File: config.mk
export PLATFORM = sky130hd
export DESIGN_NAME = load_store_unit
export DESIGN_NICKNAME = d
export VERILOG_FILES = /design/src/rtl/load_store_unit.sv
export SDC_FILE = /design/constraint.sdc
export NUM_CORES = 1
export LEC_CHECK = 0
export CAP_MARGIN = 20
export CORE_ASPECT_RATIO = 0.9
export CORE_UTILIZATION = 46
export DETAILED_ROUTE_END_ITERATION = 8
export MAX_ROUTING_LAYER = met4
export PLACE_DENSITY = 0.84
export SYNTH_ARGS = -nofsm -noshare
export SYNTH_HDL_FRONTEND = slang
export SYNTH_SLANG_ARGS = --single-unit
export TNS_END_PERCENT = 30
File: constraint.sdc
create_clock -name clk -period 1.8 [get_ports clk]
set_input_delay 0.18 -clock clk [delete_from_list [all_inputs] [get_ports clk]]
set_output_delay 0.18 -clock clk [all_outputs]
set_load 0.05 [all_outputs]
File: src/rtl/load_store_unit.sv
// load_store_unit: RV32I load/store sequencer in front of a single-port,
// combinational-read word memory (data_mem).
//   clk, rst_n                  : clock, asynchronous active-low reset
//   req_valid/req_ready         : request handshake (ready only in IDLE)
//   req_we, req_funct3          : direction and RV32I width code
//   req_addr, req_wdata         : byte address, right-aligned store data
//   resp_valid/resp_rdata/resp_err : one-cycle completion with extended load data
//   mem_addr, mem_write_data, cs_mem_write, mem_read_data : data_mem port
module load_store_unit #(
    parameter int unsigned MEM_DEPTH  = 256,
    parameter int unsigned DATA_WIDTH = 32
) (
    input  logic                  clk,
    input  logic                  rst_n,
    input  logic                  req_valid,
    output logic                  req_ready,
    input  logic                  req_we,
    input  logic [2:0]            req_funct3,
    input  logic [31:0]           req_addr,
    input  logic [DATA_WIDTH-1:0] req_wdata,
    output logic                  resp_valid,
    output logic [DATA_WIDTH-1:0] resp_rdata,
    output logic                  resp_err,
    output logic [31:0]           mem_addr,
    output logic [DATA_WIDTH-1:0] mem_write_data,
    output logic                  cs_mem_write,
    input  logic [DATA_WIDTH-1:0] mem_read_data
);

    localparam int unsigned AW = 32;
    localparam int unsigned DW = DATA_WIDTH;

    typedef enum logic [2:0] {
        IDLE   = 3'd0,
        LOAD   = 3'd1,
        RMW_RD = 3'd2,
        WRITE  = 3'd3,
        DONE   = 3'd4
    } state_e;

    state_e          state_q, state_d;
    logic            ready_q, ready_d;
    logic            we_q, we_d;
    logic [2:0]      funct3_q, funct3_d;
    logic [AW-1:0]   addr_q, addr_d;
    logic [DW-1:0]   wdata_q, wdata_d;
    logic            resp_valid_q, resp_valid_d;
    logic [DW-1:0]   resp_rdata_q, resp_rdata_d;
    logic            resp_err_q, resp_err_d;
    logic [AW-1:0]   mem_addr_q, mem_addr_d;
    logic [DW-1:0]   mem_wdata_q, mem_wdata_d;
    logic            cs_q, cs_d;

    logic            req_err_c;
    logic            funct3_legal_c;
    logic            misaligned_c;
    logic            out_of_range_c;
    logic [4:0]      lane_shift_c;
    logic [DW-1:0]   lane_c;
    logic [DW-1:0]   load_data_c;
    logic [DW-1:0]   lane_mask_c;
    logic [DW-1:0]   merged_c;

    // Request legality, evaluated on the incoming (not yet latched) request
    always_comb begin
        funct3_legal_c = 1'b0;
        case (req_funct3)
            3'b000, 3'b001, 3'b010: funct3_legal_c = 1'b1;
            3'b100, 3'b101:         funct3_legal_c = !req_we;
            default:                funct3_legal_c = 1'b0;
        endcase
        misaligned_c   = ((req_funct3[1:0] == 2'b01) && req_addr[0]) ||
                         ((req_funct3[1:0] == 2'b10) && (req_addr[1:0] != 2'b00));
        out_of_range_c = {2'b00, req_addr[AW-1:2]} >= AW'(MEM_DEPTH);
        req_err_c      = !funct3_legal_c || misaligned_c || out_of_range_c;
    end

    // Lane extraction for loads and lane merge for sub-word stores
    always_comb begin
        lane_shift_c = {addr_q[1:0], 3'b000};
        lane_c       = mem_read_data >> lane_shift_c;
        case (funct3_q)
            3'b000:  load_data_c = {{(DW-8){lane_c[7]}}, lane_c[7:0]};
            3'b001:  load_data_c = {{(DW-16){lane_c[15]}}, lane_c[15:0]};
            3'b100:  load_data_c = {{(DW-8){1'b0}}, lane_c[7:0]};
            3'b101:  load_data_c = {{(DW-16){1'b0}}, lane_c[15:0]};
            default: load_data_c = mem_read_data;
        endcase
        case (funct3_q[1:0])
            2'b00:   lane_mask_c = DW'(8'hFF);
            2'b01:   lane_mask_c = DW'(16'hFFFF);
            default: lane_mask_c = {DW{1'b1}};
        endcase
        merged_c = (mem_read_data & ~(lane_mask_c << lane_shift_c)) |
                   ((wdata_q & lane_mask_c) << lane_shift_c);
    end

    // Next-state and next-output logic; every output is registered
    always_comb begin
        state_d      = state_q;
        ready_d      = ready_q;
        we_d         = we_q;
        funct3_d     = funct3_q;
        addr_d       = addr_q;
        wdata_d      = wdata_q;
        resp_valid_d = resp_valid_q;
        resp_rdata_d = resp_rdata_q;
        resp_err_d   = resp_err_q;
        mem_addr_d   = mem_addr_q;
        mem_wdata_d  = mem_wdata_q;
        cs_d         = cs_q;

        case (state_q)
            IDLE: begin
                if (req_valid && ready_q) begin
                    we_d       = req_we;
                    funct3_d   = req_funct3;
                    addr_d     = req_addr;
                    wdata_d    = req_wdata;
                    mem_addr_d = {2'b00, req_addr[AW-1:2]};
                    ready_d    = 1'b0;
                    if (req_err_c) begin
                        state_d      = DONE;
                        resp_valid_d = 1'b1;
                        resp_err_d   = 1'b1;
                        resp_rdata_d = '0;
                    end else if (!req_we) begin
                        state_d = LOAD;
                    end else if (req_funct3 == 3'b010) begin
                        // Full word: no read needed, write straight away
                        state_d     = WRITE;
                        cs_d        = 1'b1;
                        mem_wdata_d = req_wdata;
                    end else begin
                        state_d = RMW_RD;
                    end
                end
            end
            LOAD: begin
                state_d      = DONE;
                mem_addr_d   = {2'b00, addr_q[AW-1:2]};
                resp_valid_d = 1'b1;
                resp_err_d   = 1'b0;
                resp_rdata_d = we_q ? '0 : load_data_c;
            end
            RMW_RD: begin
                state_d     = WRITE;
                mem_addr_d  = {2'b00, addr_q[AW-1:2]};
                cs_d        = 1'b1;
                mem_wdata_d = merged_c;
            end
            WRITE: begin
                state_d      = DONE;
                mem_addr_d   = {2'b00, addr_q[AW-1:2]};
                cs_d         = 1'b0;
                resp_valid_d = 1'b1;
                resp_err_d   = 1'b0;
                resp_rdata_d = '0;
            end
            DONE: begin
                state_d      = IDLE;
                ready_d      = 1'b1;
                resp_valid_d = 1'b0;
                resp_err_d   = 1'b0;
                resp_rdata_d = '0;
                mem_addr_d   = '0;
            end
            default: begin
                state_d      = IDLE;
                ready_d      = 1'b1;
                resp_valid_d = 1'b0;
                resp_err_d   = 1'b0;
                resp_rdata_d = '0;
                mem_addr_d   = '0;
                cs_d         = 1'b0;
            end
        endcase
    end

    // State and output registers; reset discards any in-flight operation
    always_ff @(posedge clk or negedge rst_n) begin
        if (!rst_n) begin
            state_q      <= IDLE;
            ready_q      <= 1'b1;
            we_q         <= 1'b0;
            funct3_q     <= '0;
            addr_q       <= '0;
            wdata_q      <= '0;
            resp_valid_q <= 1'b0;
            resp_rdata_q <= '0;
            resp_err_q   <= 1'b0;
            mem_addr_q   <= '0;
            mem_wdata_q  <= '0;
            cs_q         <= 1'b0;
        end else begin
            state_q      <= state_d;
            ready_q      <= ready_d;
            we_q         <= we_d;
            funct3_q     <= funct3_d;
            addr_q       <= addr_d;
            wdata_q      <= wdata_d;
            resp_valid_q <= resp_valid_d;
            resp_rdata_q <= resp_rdata_d;
            resp_err_q   <= resp_err_d;
            mem_addr_q   <= mem_addr_d;
            mem_wdata_q  <= mem_wdata_d;
            cs_q         <= cs_d;
        end
    end

    assign req_ready      = ready_q;
    assign resp_valid     = resp_valid_q;
    assign resp_rdata     = resp_rdata_q;
    assign resp_err       = resp_err_q;
    assign mem_addr       = mem_addr_q;
    assign mem_write_data = mem_wdata_q;
    assign cs_mem_write   = cs_q;

endmodule

## Yosys cells after proc, flatten, opt, wreduce, memory -nomap -nowiden

Cells that the tools add are included.

| storage, ports and cells | value |
|---|---|
| output and inout bits | 100 |
| register bits | 171 |
| input port bits | 103 |

| cells by class | value |
|---|---|
| reductions and logical operators | 24 |
| bitwise operators | 7 |
| equal/unequal tests | 19 |
| shifts and indexed selects | 3 |
| muxes and demuxes | 30 |
| magnitude comparators | 1 |

Operator list:

| operator | number |
|---|---|
| 2-to-1 mux 32 bit | 8 |
| one-hot mux 32 bit (2 select lines) | 3 |
| one-hot mux 32 bit (4 select lines) | 1 |
| one-hot mux 32 bit (3 select lines) | 1 |
| AND 32 bit | 2 |
| left shift 32 x 5 -> 32 bit | 2 |
| NOT 32 bit | 1 |
| OR 32 bit | 1 |
| >> shifter 32 x 5 -> 16 bit | 1 |
| >= comparator 30 x 9 -> 1 bit, second input constant | 1 |
| == test 3 bit, second input constant | 5 |
| inequality test 2 bit, second input constant | 5 |
| AND reduction 5 bit | 2 |
| == test 3 x 1 -> 1 bit, second input constant | 3 |
| == test 3 x 2 -> 1 bit, second input constant | 3 |
| logical NOT 3 bit | 3 |
| one-hot mux 3 bit (3 select lines) | 1 |
| 2-to-1 mux 1 bit | 8 |
| 2-to-1 mux 3 bit | 2 |
| one-hot mux 1 bit (2 select lines) | 3 |
| one-hot mux 1 bit (3 select lines) | 2 |
| OR reduction 2 bit | 3 |
| OR reduction 3 bit | 2 |
| == test 2 x 1 -> 1 bit, second input constant | 2 |
| 10 further kinds | 19 |

## Longest topological paths before layout

| logic depth | value |
|---|---|
| depth in word-level cells | 9 |
| depth in mapped cells | 8 |
| mapped depth without buffers | 4 |

## Worst setup path after synthesis

No wires, ideal clock.

| path | value |
|---|---|
| kind | register -> register |
| start | reg addr_q[1] |
| end | reg resp_rdata_q[30] (netlist: resp_rdata[30]) |
| library setup time | 141 ps |
| path buffers | 2 |
| arrival time | 1768 ps |
| setup slack | -109 ps |
| clock period less this slack | 1909 ps |
| cell stages (with the launch flop) | 7 |
| path through | dfrtp_1 mux4_2 a21o_1 buf_2 a31oi_2 buf_2 o22ai_1 |

| between the ends | value |
|---|---|
| cells in the longest elaborated chain, start to end | 4 |

Ends and longest elaborated chain:

| what | line | source |
|---|---|---|
| from (decl) | 45 | `logic [AW-1:0] addr_q, addr_d;` |
| from (signal assigned) | 200 | `addr_q <= addr_d;` |
| >> shifter 32 x 5 -> 16 bit | 81 | `lane_c = mem_read_data >> lane_shift_c;` |
| one-hot mux 32 bit (4 select lines) | 82 | `case (funct3_q)` |
| 2-to-1 mux 32 bit | 144 | `resp_rdata_d = we_q ? '0 : load_data_c;` |
| one-hot mux 32 bit (3 select lines) | 113 | `case (state_q)` |
| to (signal assigned) | 203 | `resp_rdata_q <= resp_rdata_d;` |
| to (decl) | 48 | `logic [DW-1:0] resp_rdata_q, resp_rdata_d;` |

Every way passes these cells.
A chain may end at the register's enable or synchronous reset.

## Worst setup path after layout

| path | value |
|---|---|
| start | in req_addr[14] |
| end | reg mem_wdata_q[28] (netlist: mem_write_data[28]) |

| between the ends | value |
|---|---|
| cells in the longest elaborated chain, start to end | 4 |

Ends and longest elaborated chain:

| what | line | source |
|---|---|---|
| from (decl) | 19 | `input logic [31:0] req_addr,` |
| >= comparator 30 x 9 -> 1 bit | 74 | `out_of_range_c = {2'b00, req_addr[AW-1:2]} >= AW'(MEM_DEPTH);` |
| logical OR 1 bit | 75 | `req_err_c = !funct3_legal_c \|\| misaligned_c \|\| out_of_range_c;` |
| inequality test 2 bit (no line) | n/a |  |
| AND reduction 5 bit (no line) | n/a |  |
| to (signal assigned) | 206 | `mem_wdata_q <= mem_wdata_d;` |
| to (decl) | 51 | `logic [DW-1:0] mem_wdata_q, mem_wdata_d;` |

Every way passes these cells.

==> impl_metrics.toml <==
[synth]
synthFlopType = "dfrtp_1"
ys_top_cells_by_count = "dfrtp_1, nand2_1, o21ai_0, mux2_2, clkbuf_1"
ys_top_cells_by_area = "dfrtp_1, mux2_2, o21ai_0"
seq_area_frac_synth_pct = 48.76
ys_types = 51
synth_most_common_cell = "dfrtp_1"
yosysTopAreaCell = "dfrtp_1"
yosysWarnings = 0
syn_inst = 892
ys_seq_elements = 169
syn_area_mm2 = 0.008676
netlist.area_leader.share_pct = 48.46
async_flop_share_pct = 100.0
postSynthAreaPerCell_um2 = 9.726
synth-edff-count = 0

[timing]
setup-tns-final_ps = -98.68
finalSetupViolCount = 11
max_slew.worst_pin.slew_ps = 626.6
post-route-period-util_pct = 101.3
skew_ps = 12.19
drv_slew = 0
max-slew-margin-rel_pct = 58.18
layout_setup_ws_ps = -23.82
fmax_mhz = 548.3
grt_setup_unrepaired = "yes"
finalHoldViolations = 0
period_needed_ps = 1824

[cts]
cts_root_buffer = "clkbuf_16"
clk_path_buf_depth = 2
tritoncts.num_buffers = 17
h-tree-depth = 4
clock_sinks = 169
clk-insertion-delay-late_ps = 430
clkTransAtPathRegs_ps = 70
cts_tree = "done"

[worst_setup_path]
start_kind = "primary input"
worst-setup-path-type = "primary input to register"
max_stage_delay_ps = 520
crit_required_ps = 2140
cp-end-kind = "register"
r2r_start = "addr_q[1]$_DFFE_PN0P_"
r2r-end = "resp_rdata[30]$_DFFE_PN0P_"
startpoint = "req_addr[14]"
critical_path.slowest_cell = "or4_1"
r2r_slack_ps = 30
ff2ff_path_depth = 5
crit_fanout = 15
worstPathArrival_ps = 2170
worstPathCellList = "clkdlybuf4s50_1 -> nor4_2 -> nand4_1 -> buf_6 -> buf_12 -> or4_1 -> a31oi_1"

[detailed_routing]
vias_per_cell = 6.258
ant_nets = 0
vias = 8761
remaining_drc_errors = 0
first_pass_iters = 6
wl_per_cell_um = 22.09
wirelength_um = 30930
drtIter0Drc = 837

[place]
place_congestion = 0.9255
port_buffers = 200
dpl.hpwl_um = 20470
dp_cells = 1353

[die]
rows = 47
die_area_mm2 = 0.01941
core-area_mm2 = 0.01841
start_util_pct = 47.13
fp.dieW_um = 146.8
die_h_um = 132.3
io_pins = 203

[power]
ir_drop_mv = 1.011
p_per_area_mw_per_mm2 = 1393
power.total_mw = 17.57
leakagePower_nw = 5.902

[layout]
fin_nets = 1245
fin_util_pct = 68.52
drive_gt1_share_pct = 24.24
final_cell_count_no_fill = 1400
fillers = 1372
area_growth_pct = 45.37
n_antenna_cell = 0

[outcome]
status = "finished with violations"
failed_checks = "negative setup slack"

[hold_path]
worstHoldPathType = "primary input to asynchronous set/reset pin"

[grt]
antenna_found_initial = 0
overflow = 0
grt_first_pass_wirelength_um = 47470
track_usage_pct = 32.73
grt_max_degree = 60
grt_pass1_vias = 8379

[run]
cap_violations = 0
[worst max-delay path, delay by kind of cell]
family / cells / cell delay (ps)
and+or+nand+nor: 3 / 960
buffers and inverters: 3 / 820
AOI/OAI and AO/OA: 1 / 190
[sequential cells by signal, summed over array words and instances, names as in the netlist]
signal and cells:
wdata_q 32, we_q 1, resp_valid 1, req_ready 1
mem_write_data 32, cs_mem_write 1, addr_q 32, mem_addr 30
resp_rdata 32, funct3_q 3, resp_err 1, state_q 3
[stage by stage]
| stage | hold WS (ps) | cell area (um^2) | worst slack (ps) |
|---|---|---|---|
| final | 133.9 | 12610 | -23.82 |
| after global routing | 130.1 | 12610 | -168.0 |
| after CTS | 124.7 | 12320 | 0.1997 |
| after detailed placement | 8.661 | 11550 | -722.1 |
| after global placement | 7.655 | 11550 | -548.6 |
| after floorplan | -115.6 | 8711 | -36.98 |
[report_power, final]
| part | internal, mW | switching (mW) |
|---|---|---|
| combinational | 3.22 | 4.83 |
| sequential | 5.01 | 0.930 |
| clock | 1.99 | 1.60 |
[cell type report]
| type | count | area (um^2) | area share (%) |
|---|---|---|---|
| timing repair buffer | 318 | 3234 | 25.64 |
| multi-input combinational | 631 | 4247 | 33.67 |
| tap | 245 | 306.5 | 2.431 |
| clock buffer | 19 | 452.9 | 3.591 |
| sequential | 169 | 4233 | 33.56 |
| inverter | 5 | 18.77 | 0.1488 |
| clock inverter | 13 | 120.1 | 0.9524 |
[routing by layer]
| layer | GRT usage [%] | vias up | routed length [um] | part of all wire, % |
|---|---|---|---|---|
| met5 | - | - | 0 | 0 |
| met4 | 12.44 | 0 | 906 | 2.9 |
| met3 | 7.128 | 91 | 3340 | 11 |
| met2 | 48.60 | 572 | 14500 | 47 |
| met1 | 43.75 | 4281 | 12190 | 39 |
| li1 | - | 3817 | - | - |
[placed cells by master (no fill, tap or decap), types with 8 or more instances in the layout]
cell type	instances
a31oi_1	31
and3_1	8
or4_1	30
a221oi_1	14
dfrtp_1	166
nor2_1	39
nand2_1	120
mux2i_1	25
nand3b_1	9
nor2b_1	10
clkdlybuf4s50_1	86
dlygate4sd2_1	35
o21ai_0	89
o22ai_1	23
clkbuf_16	18
a21oi_1	45
o31ai_1	30
dlymetal6s2s_1	54
buf_12	13
mux2_2	65
buf_4	115
buf_6	8
[cells by family (layout without fill, tap and decap cells)]
kind of cell,Yosys count,count (layout),share of synthesized area [%]
AO/OA/AOI/OAI,295,295,21.50
AND/OR/NAND/NOR,243,243,13.57
flip-flops,169,169,48.76
buffers and inverters,93,355,4.543
multiplexers,91,91,11.58
other,1,2,0.04322
[repair_timing]
action	in CTS	in global routing
endpoints found under the setup margin	70	105
resized for setup	55	82
pin swaps	15	8
hold buffers	1	0
gates cloned	5	1
endpoints found under the hold margin	168	0
setup buffers	4	4
[worst max-delay path by stage]
stage               cells past startpoint  slack, ps                              to
floorplan                               5        -40  mem_write_data[30]$_DFFE_PN0P_
finish                                  7        -20  mem_write_data[28]$_DFFE_PN0P_
global route                            7       -170  mem_write_data[28]$_DFFE_PN0P_
CTS                                     1        0.2               mem_write_data[4]
detailed placement                      7       -720  mem_write_data[25]$_DFFE_PN0P_
global placement                        7       -550  mem_write_data[12]$_DFFE_PN0P_
Note: power is estimated with default switching activity, not from simulation.
